$ cat src/rtl/uart_arb_pkg.sv
// Shared types and sizing helpers for the UART transmit arbiter.
// Latency: n/a (declarations only).
// Backpressure: n/a.
package uart_arb_pkg;

    // Arbiter FSM: waiting for a request, or locked onto one requester's packet.
    typedef enum logic [0:0] {
        IDLE = 1'b0,
        XFER = 1'b1
    } arb_state_t;

    // The beat counter must be able to hold the value MAX_BEATS itself.
    function automatic int beat_cnt_width(input int max_beats);
        return $clog2(max_beats + 1);
    endfunction

endpackage

$ cat src/rtl/rr_picker.sv
// Round-robin winner search: first requester at or after last+1, wrapping.
// Latency: purely combinational.
// Backpressure: none; onehot is all-zero when no request is present.
module rr_picker #(
    parameter int NUM_REQ = 4,
    parameter int IDX_W   = $clog2(NUM_REQ)
) (
    input  logic [NUM_REQ-1:0] req,
    input  logic [IDX_W-1:0]   last,
    output logic [NUM_REQ-1:0] onehot,
    output logic [IDX_W-1:0]   index
);

    logic             found;
    logic [IDX_W-1:0] cand;

    // Walk NUM_REQ positions starting one past the previous winner.
    always_comb begin
        onehot = '0;
        index  = '0;
        found  = 1'b0;
        cand   = '0;
        for (int i = 1; i <= NUM_REQ; i++) begin
            cand = IDX_W'((int'(last) + i) % NUM_REQ);
            if (!found && req[cand]) begin
                found        = 1'b1;
                onehot[cand] = 1'b1;
                index        = cand;
            end
        end
    end

endmodule

$ cat src/rtl/uart_tx_arbiter.sv
// Packet-locked round-robin arbiter of NUM_REQ AXI-Stream sources onto one UART TX stream.
// Latency: one IDLE arbitration cycle per grant, then data passes combinationally.
// Backpressure: downstream tready is routed only to the granted source; others see 0.
module uart_tx_arbiter
    import uart_arb_pkg::*;
#(
    parameter int DATA_WIDTH = 8,
    parameter int NUM_REQ    = 4,
    parameter int MAX_BEATS  = 256
) (
    input  logic                          clk_i,
    input  logic                          rst_i,
    input  logic [NUM_REQ*DATA_WIDTH-1:0] slv_axis_tdata_i,
    input  logic [NUM_REQ-1:0]            slv_axis_tvalid_i,
    input  logic [NUM_REQ-1:0]            slv_axis_tlast_i,
    output logic [NUM_REQ-1:0]            slv_axis_tready_o,
    output logic [DATA_WIDTH-1:0]         mst_axis_tdata_o,
    output logic                          mst_axis_tvalid_o,
    output logic                          mst_axis_tlast_o,
    input  logic                          mst_axis_tready_i,
    output logic [NUM_REQ-1:0]            grant_o,
    output logic                          busy_o,
    output logic                          pkt_trunc_o
);

    localparam int               IDX_W     = $clog2(NUM_REQ);
    localparam int               CNT_W     = beat_cnt_width(MAX_BEATS);
    localparam logic [IDX_W-1:0] LAST_RST  = IDX_W'(NUM_REQ - 1);
    localparam logic [CNT_W-1:0] CNT_LIMIT = CNT_W'(MAX_BEATS - 1);

    arb_state_t               state_q, state_d;
    logic [NUM_REQ-1:0]       grant_q, grant_d;
    logic [IDX_W-1:0]         last_grant_q, last_grant_d;
    logic [CNT_W-1:0]         beat_cnt_q, beat_cnt_d;
    logic                     pkt_trunc_q, pkt_trunc_d;

    logic [NUM_REQ-1:0]       pick_onehot;
    logic [IDX_W-1:0]         pick_idx;

    logic [DATA_WIDTH-1:0]    sel_dat;
    logic                     sel_vld;
    logic                     sel_last;
    logic                     in_xfer;
    logic                     beat_acc;
    logic                     at_limit;

    rr_picker #(
        .NUM_REQ (NUM_REQ),
        .IDX_W   (IDX_W)
    ) u_picker (
        .req    (slv_axis_tvalid_i),
        .last   (last_grant_q),
        .onehot (pick_onehot),
        .index  (pick_idx)
    );

    // One-hot AND-OR mux of the granted source; grant_q is zero in IDLE so this yields zero there.
    always_comb begin
        sel_dat  = '0;
        sel_vld  = 1'b0;
        sel_last = 1'b0;
        for (int k = 0; k < NUM_REQ; k++) begin
            sel_dat  = sel_dat | ({DATA_WIDTH{grant_q[k]}} & slv_axis_tdata_i[k*DATA_WIDTH +: DATA_WIDTH]);
            sel_vld  = sel_vld | (grant_q[k] & slv_axis_tvalid_i[k]);
            sel_last = sel_last | (grant_q[k] & slv_axis_tlast_i[k]);
        end
    end

    // Stream outputs are forced to zero outside XFER regardless of grant contents.
    always_comb begin
        in_xfer           = (state_q == XFER);
        mst_axis_tdata_o  = in_xfer ? sel_dat : '0;
        mst_axis_tvalid_o = in_xfer & sel_vld;
        mst_axis_tlast_o  = in_xfer & sel_last;
        slv_axis_tready_o = in_xfer ? (grant_q & {NUM_REQ{mst_axis_tready_i}}) : '0;
        beat_acc          = mst_axis_tvalid_o & mst_axis_tready_i;
        at_limit          = (beat_cnt_q == CNT_LIMIT);
    end

    // Next-state: grant in IDLE, release on tlast (normal) or on the MAX_BEATS-th beat (truncated).
    always_comb begin
        state_d      = state_q;
        grant_d      = grant_q;
        last_grant_d = last_grant_q;
        beat_cnt_d   = beat_cnt_q;
        pkt_trunc_d  = 1'b0;
        case (state_q)
            IDLE: begin
                if (|slv_axis_tvalid_i) begin
                    state_d      = XFER;
                    grant_d      = pick_onehot;
                    last_grant_d = pick_idx;
                    beat_cnt_d   = '0;
                end
            end
            XFER: begin
                if (beat_acc) begin
                    beat_cnt_d = beat_cnt_q + 1'b1;
                    if (sel_last) begin
                        // tlast wins over the limit: a packet ending exactly at MAX_BEATS is not truncated.
                        state_d = IDLE;
                        grant_d = '0;
                    end else if (at_limit) begin
                        state_d     = IDLE;
                        grant_d     = '0;
                        pkt_trunc_d = 1'b1;
                    end
                end
            end
            default: begin
                state_d = IDLE;
                grant_d = '0;
            end
        endcase
    end

    // State register; reset points last_grant at the top index so requester 0 is searched first.
    always_ff @(posedge clk_i) begin
        if (rst_i) begin
            state_q      <= IDLE;
            grant_q      <= '0;
            last_grant_q <= LAST_RST;
            beat_cnt_q   <= '0;
            pkt_trunc_q  <= 1'b0;
        end else begin
            state_q      <= state_d;
            grant_q      <= grant_d;
            last_grant_q <= last_grant_d;
            beat_cnt_q   <= beat_cnt_d;
            pkt_trunc_q  <= pkt_trunc_d;
        end
    end

    assign busy_o      = (state_q == XFER);
    assign grant_o     = grant_q;
    assign pkt_trunc_o = pkt_trunc_q;

endmodule

$ cat config.mk
export PLATFORM = sky130hd
export DESIGN_NAME = uart_tx_arbiter
export DESIGN_NICKNAME = d
export VERILOG_FILES = /design/src/rtl/uart_arb_pkg.sv /design/src/rtl/rr_picker.sv /design/src/rtl/uart_tx_arbiter.sv
export SDC_FILE = /design/constraint.sdc
export NUM_CORES = 1
export LEC_CHECK = 0
export BUFFER_PORTS_ARGS = -buffer_cell sky130_fd_sc_hd__buf_2
export CELL_PAD_IN_SITES_DETAIL_PLACEMENT = 1
export CELL_PAD_IN_SITES_GLOBAL_PLACEMENT = 2
export CORE_MARGIN = 3
export CORE_UTILIZATION = 28
export DETAILED_ROUTE_END_ITERATION = 8
export MAX_ROUTING_LAYER = met4
export PLACE_DENSITY_LB_ADDON = 0.12
export SLEW_MARGIN = 10
export SYNTH_ARGS = -nofsm -noshare
export SYNTH_HDL_FRONTEND = slang
export SYNTH_HIERARCHICAL = 1
export SYNTH_SLANG_ARGS = --single-unit
$ cat constraint.sdc
create_clock -name clk_i -period 2.7 [get_ports clk_i]
set_clock_uncertainty 0.1 [all_clocks]
set_input_delay 0.135 -clock clk_i [delete_from_list [all_inputs] [get_ports clk_i]]
set_output_delay 0.135 -clock clk_i [all_outputs]
set_load 0.005 [all_outputs]
# Word level (Yosys, flattened, before mapping)
# Index checks and enable logic that the tools add are counted.
[word_totals]
wordCells = 110
out_inout_bits = 20
in_bits = 43
register_bits = 17
[classes]
n_addsub = 5
order_cmp = 8
reduce_logical = 15
bitwise_logic = 30
eq_ne = 4
muxes = 43
[ops]
columns = ["op", "count"]
rows = [
  ["2-to-1 mux 4 bit", 9],
  ["AND 8 bit", 4],
  ["OR 8 bit", 3],
  ["2-to-1 mux 9 bit", 2],
  ["one-hot mux 9 bit (2 select lines)", 1],
  ["2-to-1 mux 1 bit", 16],
  ["less-than comparator 2 x 3 -> 1 bit, second input constant", 4],
  ["OR 4 bit", 3],
  ["AND 1 bit", 11],
  ["adder 9 x 1 -> 9 bit, second input constant", 1],
  ["== test 9 x 8 -> 1 bit, second input constant", 1],
  ["binary-select mux 1 bit (select 2 bit)", 4],
  ["demux 1 bit (select 2 bit)", 4],
  [">= comparator 2 x 1 -> 1 bit, second input constant", 4],
  ["2-to-1 mux 2 bit", 4],
  ["2-to-1 mux 8 bit", 1],
  ["one-hot mux 4 bit (2 select lines)", 1],
  ["OR reduction 4 bit", 2],
  ["logical AND 1 bit", 7],
  ["OR 1 bit", 6],
  ["adder 2 x 1 -> 2 bit, second input constant", 2],
  ["adder 2 bit, second input constant", 2],
  ["AND 4 bit", 1],
  ["AND reduction 2 bit", 2],
  ["7 further kinds", 10],
]

# Logic depth before layout (Yosys ltp)
[depth]
ltp_word = 15
ltp_mapped = 10
mapped_depth_nobuf = 8

# Hierarchy
# The synthesis kept the hierarchy.
[modules_own_cells]
columns = ["mod", "instances", "seq_area_each_um2", "area_each_um2", "cells_per_inst"]
rows = [
  ["uart_tx_arbiter", 1, 340.3, 1137.3, 130],
  ["rr_picker", 1, 0.0, 545.5, 68],
]

# Least setup slack after synthesis
# No wires, ideal clock.
[synth_timing]
path_type = "reg-to-reg"
from = "reg last_grant_q[0]"
to = "reg grant_q[2], in the netlist grant_o[2]"
period_less_slack_ns = 2.474
required_time_ns = 2.465
path_buffers = 2
arrival_ns = 2.239
stages_incl_launch_ff = 11
slack_ns = 0.226
setup_ns = 0.135
cell_sequence = "dfxtp_1 -> buf_4 -> inv_1 -> ha_1 -> buf_4 -> mux4_2 -> nand2_1 -> o21ai_0 -> a221o_2 -> a21oi_1 -> a311oi_2"
[synth_between]
elab_chain_cells = 15
elab_cells_between_ends = 50
cone_classes = "add/sub (4); order compare (8); mux (25); bitwise (3); reduce/logical (10)"
[synth_rtl]
columns = ["element", "line", "source"]
rows = [
  ["start, declared", "uart_tx_arbiter.sv:33", "logic [IDX_W-1:0] last_grant_q, last_grant_d;"],
  ["start signal, assigned", "uart_tx_arbiter.sv:128", "last_grant_q <= last_grant_d;"],
  ["parallel branches: the longest is 12 deep, another holds less-than comparator 2 x 3 -> 1 bit", "--", ""],
  ["2-to-1 mux 4 bit *", "rr_picker.sv:25", "if (!found && req[cand]) begin"],
  ["named net pick_onehot[2]", "uart_tx_arbiter.sv:37", "logic [NUM_REQ-1:0] pick_onehot;"],
  ["2-to-1 mux 4 bit *", "uart_tx_arbiter.sv:89", "if (|slv_axis_tvalid_i) begin"],
  ["one-hot mux 4 bit (2 select lines) *", "uart_tx_arbiter.sv:87", "case (state_q)"],
  ["end signal, assigned", "uart_tx_arbiter.sv:127", "grant_q <= grant_d;"],
  ["end, declared", "uart_tx_arbiter.sv:32", "logic [NUM_REQ-1:0] grant_q, grant_d;"],
]
# Mark *: on every way through the listed nets, which the timed path passes. The select of a mux whose other input is x is not followed.
# A chain may end at the register's enable or synchronous reset.

# Worst setup path in the final report
# Ends and elaborated chain as after synthesis.

==> results.tsv <==
stage	metric	value	unit
setup_path	cp.required	2.72	ns
yosys	yosys_warnings	6	
placed_design	postPlaceCellArea	0.002011	mm²
final_layout	seq_area	340.3	µm²
setup_path	worstPathArrival	2.46	ns
timing	final_hold_viol_count	0	
final_layout	final_nets	307	
min_path	min_from	slv_axis_tlast_i[1]	
final_layout	final_cells	325	
drt	vias_per_cell	5.471	
timing	setup_viol_count_final	0	
drt	final_antenna_net_count	0	
clock_network	clock_latency	0.25	ns
placed_design	dpl.cell_count	321	
clock_network	post_cts_buffers	0	
drt	wl	5224	µm
timing	period_share	0.9017	
setup_path	crit_path_end_kind	register	
placed_design	place_congestion	0.8025	
pwr	power-per-cell-area	453.7	mW/mm²
clock_network	cts-root-buf	clkbuf_8	
yosys	syn-num-nets	251	
timing	max_freq	410.7	MHz
setup_path	critical_path.cell_chain	inv_1 > ha_1 > buf_4 > a221oi_2 > a211oi_2 > a221o_2 > a21oi_1 > a311oi_2	
yosys	netlist_area	0.001683	mm²
setup_path	r2r-start	last_grant_q[0]$_SDFFE_PP1P_	
yosys	yosysSeqAreaShare	0.2022	
die	die_area	0.006976	mm²
timing	maxSlewHeadroom	0.4777	
timing	rsz0062_at_grt	false	
drt	drc	0	
grt	grt_max_degree	15	
grt	antenna_found_initial	0	
setup_path	timing.reg2reg.worst_path_depth	8	
yosys	synth_edf_count	0	
pwr	power.leakage	0.8464	nW
setup_path	cp_slowest_cell	dfxtp_1	
timing	slew_viol_final	0	
yosys	synth_top_area_share	0.2022	
min_path	min_path_type	in -> reg	
final_layout	diodes	0	
pwr	power	932.8	µW
die	io_pins	63	
yosys	synth_common_cells	nand2_1, a22oi_1, dfxtp_1, ha_1, nor2_1	
yosys	synth_cell_type_count	51	
yosys	ys_ff_latch	17	
timing	holdWs	0.09607	ns
outcome	status	finished, final reports clean	
clock_network	cts_buffers	3	
final_layout	drive_gt1_frac	0.3636	
grt	grt_pass1_vias	1866	
pwr	ir_worst_vdd	0.1913	mV
setup_path	path_class	reg -> reg	
clock_network	clk_pin_slew_worst_paths	0.07	ns
yosys	synth_cells	198	
die	rows	27	
final_layout	fillCellCount	711	
die	core_area	0.005675	mm²
setup_path	crit_fanout	8	
setup_path	max_stage_delay	0.54	ns
grt	overflow	0	
grt	grt_use_total	0.1576	
yosys	syn-mean-instance-area	8.499	µm²
timing	fin_setup_tns	0	ns
final_layout	final_cell_area	0.002056	mm²
timing	period_needed	2.435	ns
clock_network	cts_hold_buf	0	
placed_design	place_hpwl	3964	µm
setup_path	cpLargestDelayFamily	compound AO/OA/AOI/OAI gates	
setup_path	setup.worst_path.start_class	register	
die	start_util	0.2965	
yosys	yosysMostFrequentCell	nand2_1	
clock_network	cts_tree	done	
setup_path	cp.buffers_inverters	2	
drt	firstDrtPassIters	4	
clock_network	clock-sinks	17	
final_layout	multi_input_area	0.001217	mm²
clock_network	postCtsResizedCells	0	
drt	vias	1778	
setup_path	r2r_slack	0.27	ns
yosys	async_flop_share	0	
yosys	synth-main-ff-cell	dfxtp_1	
timing	finalWorstSetupSlack	0.2653	ns
yosys	synth.largest_area_cell	dfxtp_1	
grt	grt_pass1_wl	9032	µm
timing	worst-slew-pin-transition	0.7806	ns
yosys	synthTopCellsByArea	dfxtp_1, a22oi_1, ha_1	
min_path	hold_path_end	pkt_trunc_o$_SDFF_PP0_	
clock_network	htreeDepth	1	
final_layout	area_delta_synth_final	22.16	%
drt	avgRoutedWirePerCell	16.07	µm
placed_design	place_ws	0.2663	ns
placed_design	portBuffers	62	
drt	drt_iter0_drc	72	
final_layout	finalCoreUtilization	0.3622	
flow_run	maxCapViolations	0	
min_path	holdPathStages	4	
clock_network	clockBufferDepth	2	
setup_path	r2r-end	grant_o[2]$_SDFFE_PP0P_	
die	die_h	83.53	µm
die	die_x	83.53	µm
## metal layers
| metal | global-route usage | share of wire |
|---|---|---|
| met5 | - | 0 |
| met4 | 0.03947 | 0.011 |
| met3 | 0.01579 | 0.050 |
| met2 | 0.2558 | 0.46 |
| met1 | 0.2110 | 0.48 |
## power breakdown
group          internal (mW)  switching, mW
clock                  0.105         0.0917
sequential             0.266         0.0543
combinational          0.190          0.226
total                  0.561          0.372
## flip-flops by register name (all words and copies together) (netlist names)
signal / cells
pkt_trunc_o: 1
busy_o: 1
last_grant_q: 2
beat_cnt_q: 9
grant_o: 4
## worst max path at each step
stage | to | start | depth (start not counted)
final | grant_o[2]$_SDFFE_PP0P_ | last_grant_q[0]$_SDFFE_PP1P_ | 8
after global routing | grant_o[1]$_SDFFE_PP0P_ | last_grant_q[0]$_SDFFE_PP1P_ | 8
after CTS | grant_o[2]$_SDFFE_PP0P_ | last_grant_q[0]$_SDFFE_PP1P_ | 8
after detailed placement | grant_o[2]$_SDFFE_PP0P_ | last_grant_q[0]$_SDFFE_PP1P_ | 8
after global placement | grant_o[2]$_SDFFE_PP0P_ | last_grant_q[0]$_SDFFE_PP1P_ | 8
after floorplan | grant_o[2]$_SDFFE_PP0P_ | last_grant_q[0]$_SDFFE_PP1P_ | 10
## worst min-delay path: cells and delay by family
kind | cells | cell delay [ns]
buf+inv | 1 | 0.08
simple gates | 2 | 0.13
compound gates | 1 | 0.06
## final cells by class
class,count,area share
clock buffers,4,0.02191
multi-input cells,160,0.5922
repair buffers,66,0.1656
flip-flops and latches,17,0.1656
inverters,6,0.01096
well taps,72,0.04382
## logic make-up after synthesis
| group | after synthesis | synth area share |
|---|---|---|
| adders and majority gates | 10 | 0.07435 |
| xor gates and xnor gates | 5 | 0.02602 |
| AOI/OAI and AO/OA | 72 | 0.3584 |
| buffers and inverters | 21 | 0.07434 |
| muxes | 4 | 0.03940 |
| DFF | 17 | 0.2022 |
| and+or+nand+nor | 69 | 0.2253 |
## cells in the final DEF (no fill, tap or decap), types with 4 or more instances in the layout
cell	synthesis	routed
inv_1	6	6
a22oi_1	21	21
nand3_1	5	5
a21oi_1	8	8
a221o_2	4	4
and3_2	4	4
nor2_1	10	10
buf_4	4	4
dfxtp_1	17	17
o21ai_0	6	6
xnor2_1	5	5
buf_2	1	62
nand2_1	24	24
nor2b_1	4	4
a21boi_0	9	9
ha_1	10	10
Power figures use the tool's default switching activity.
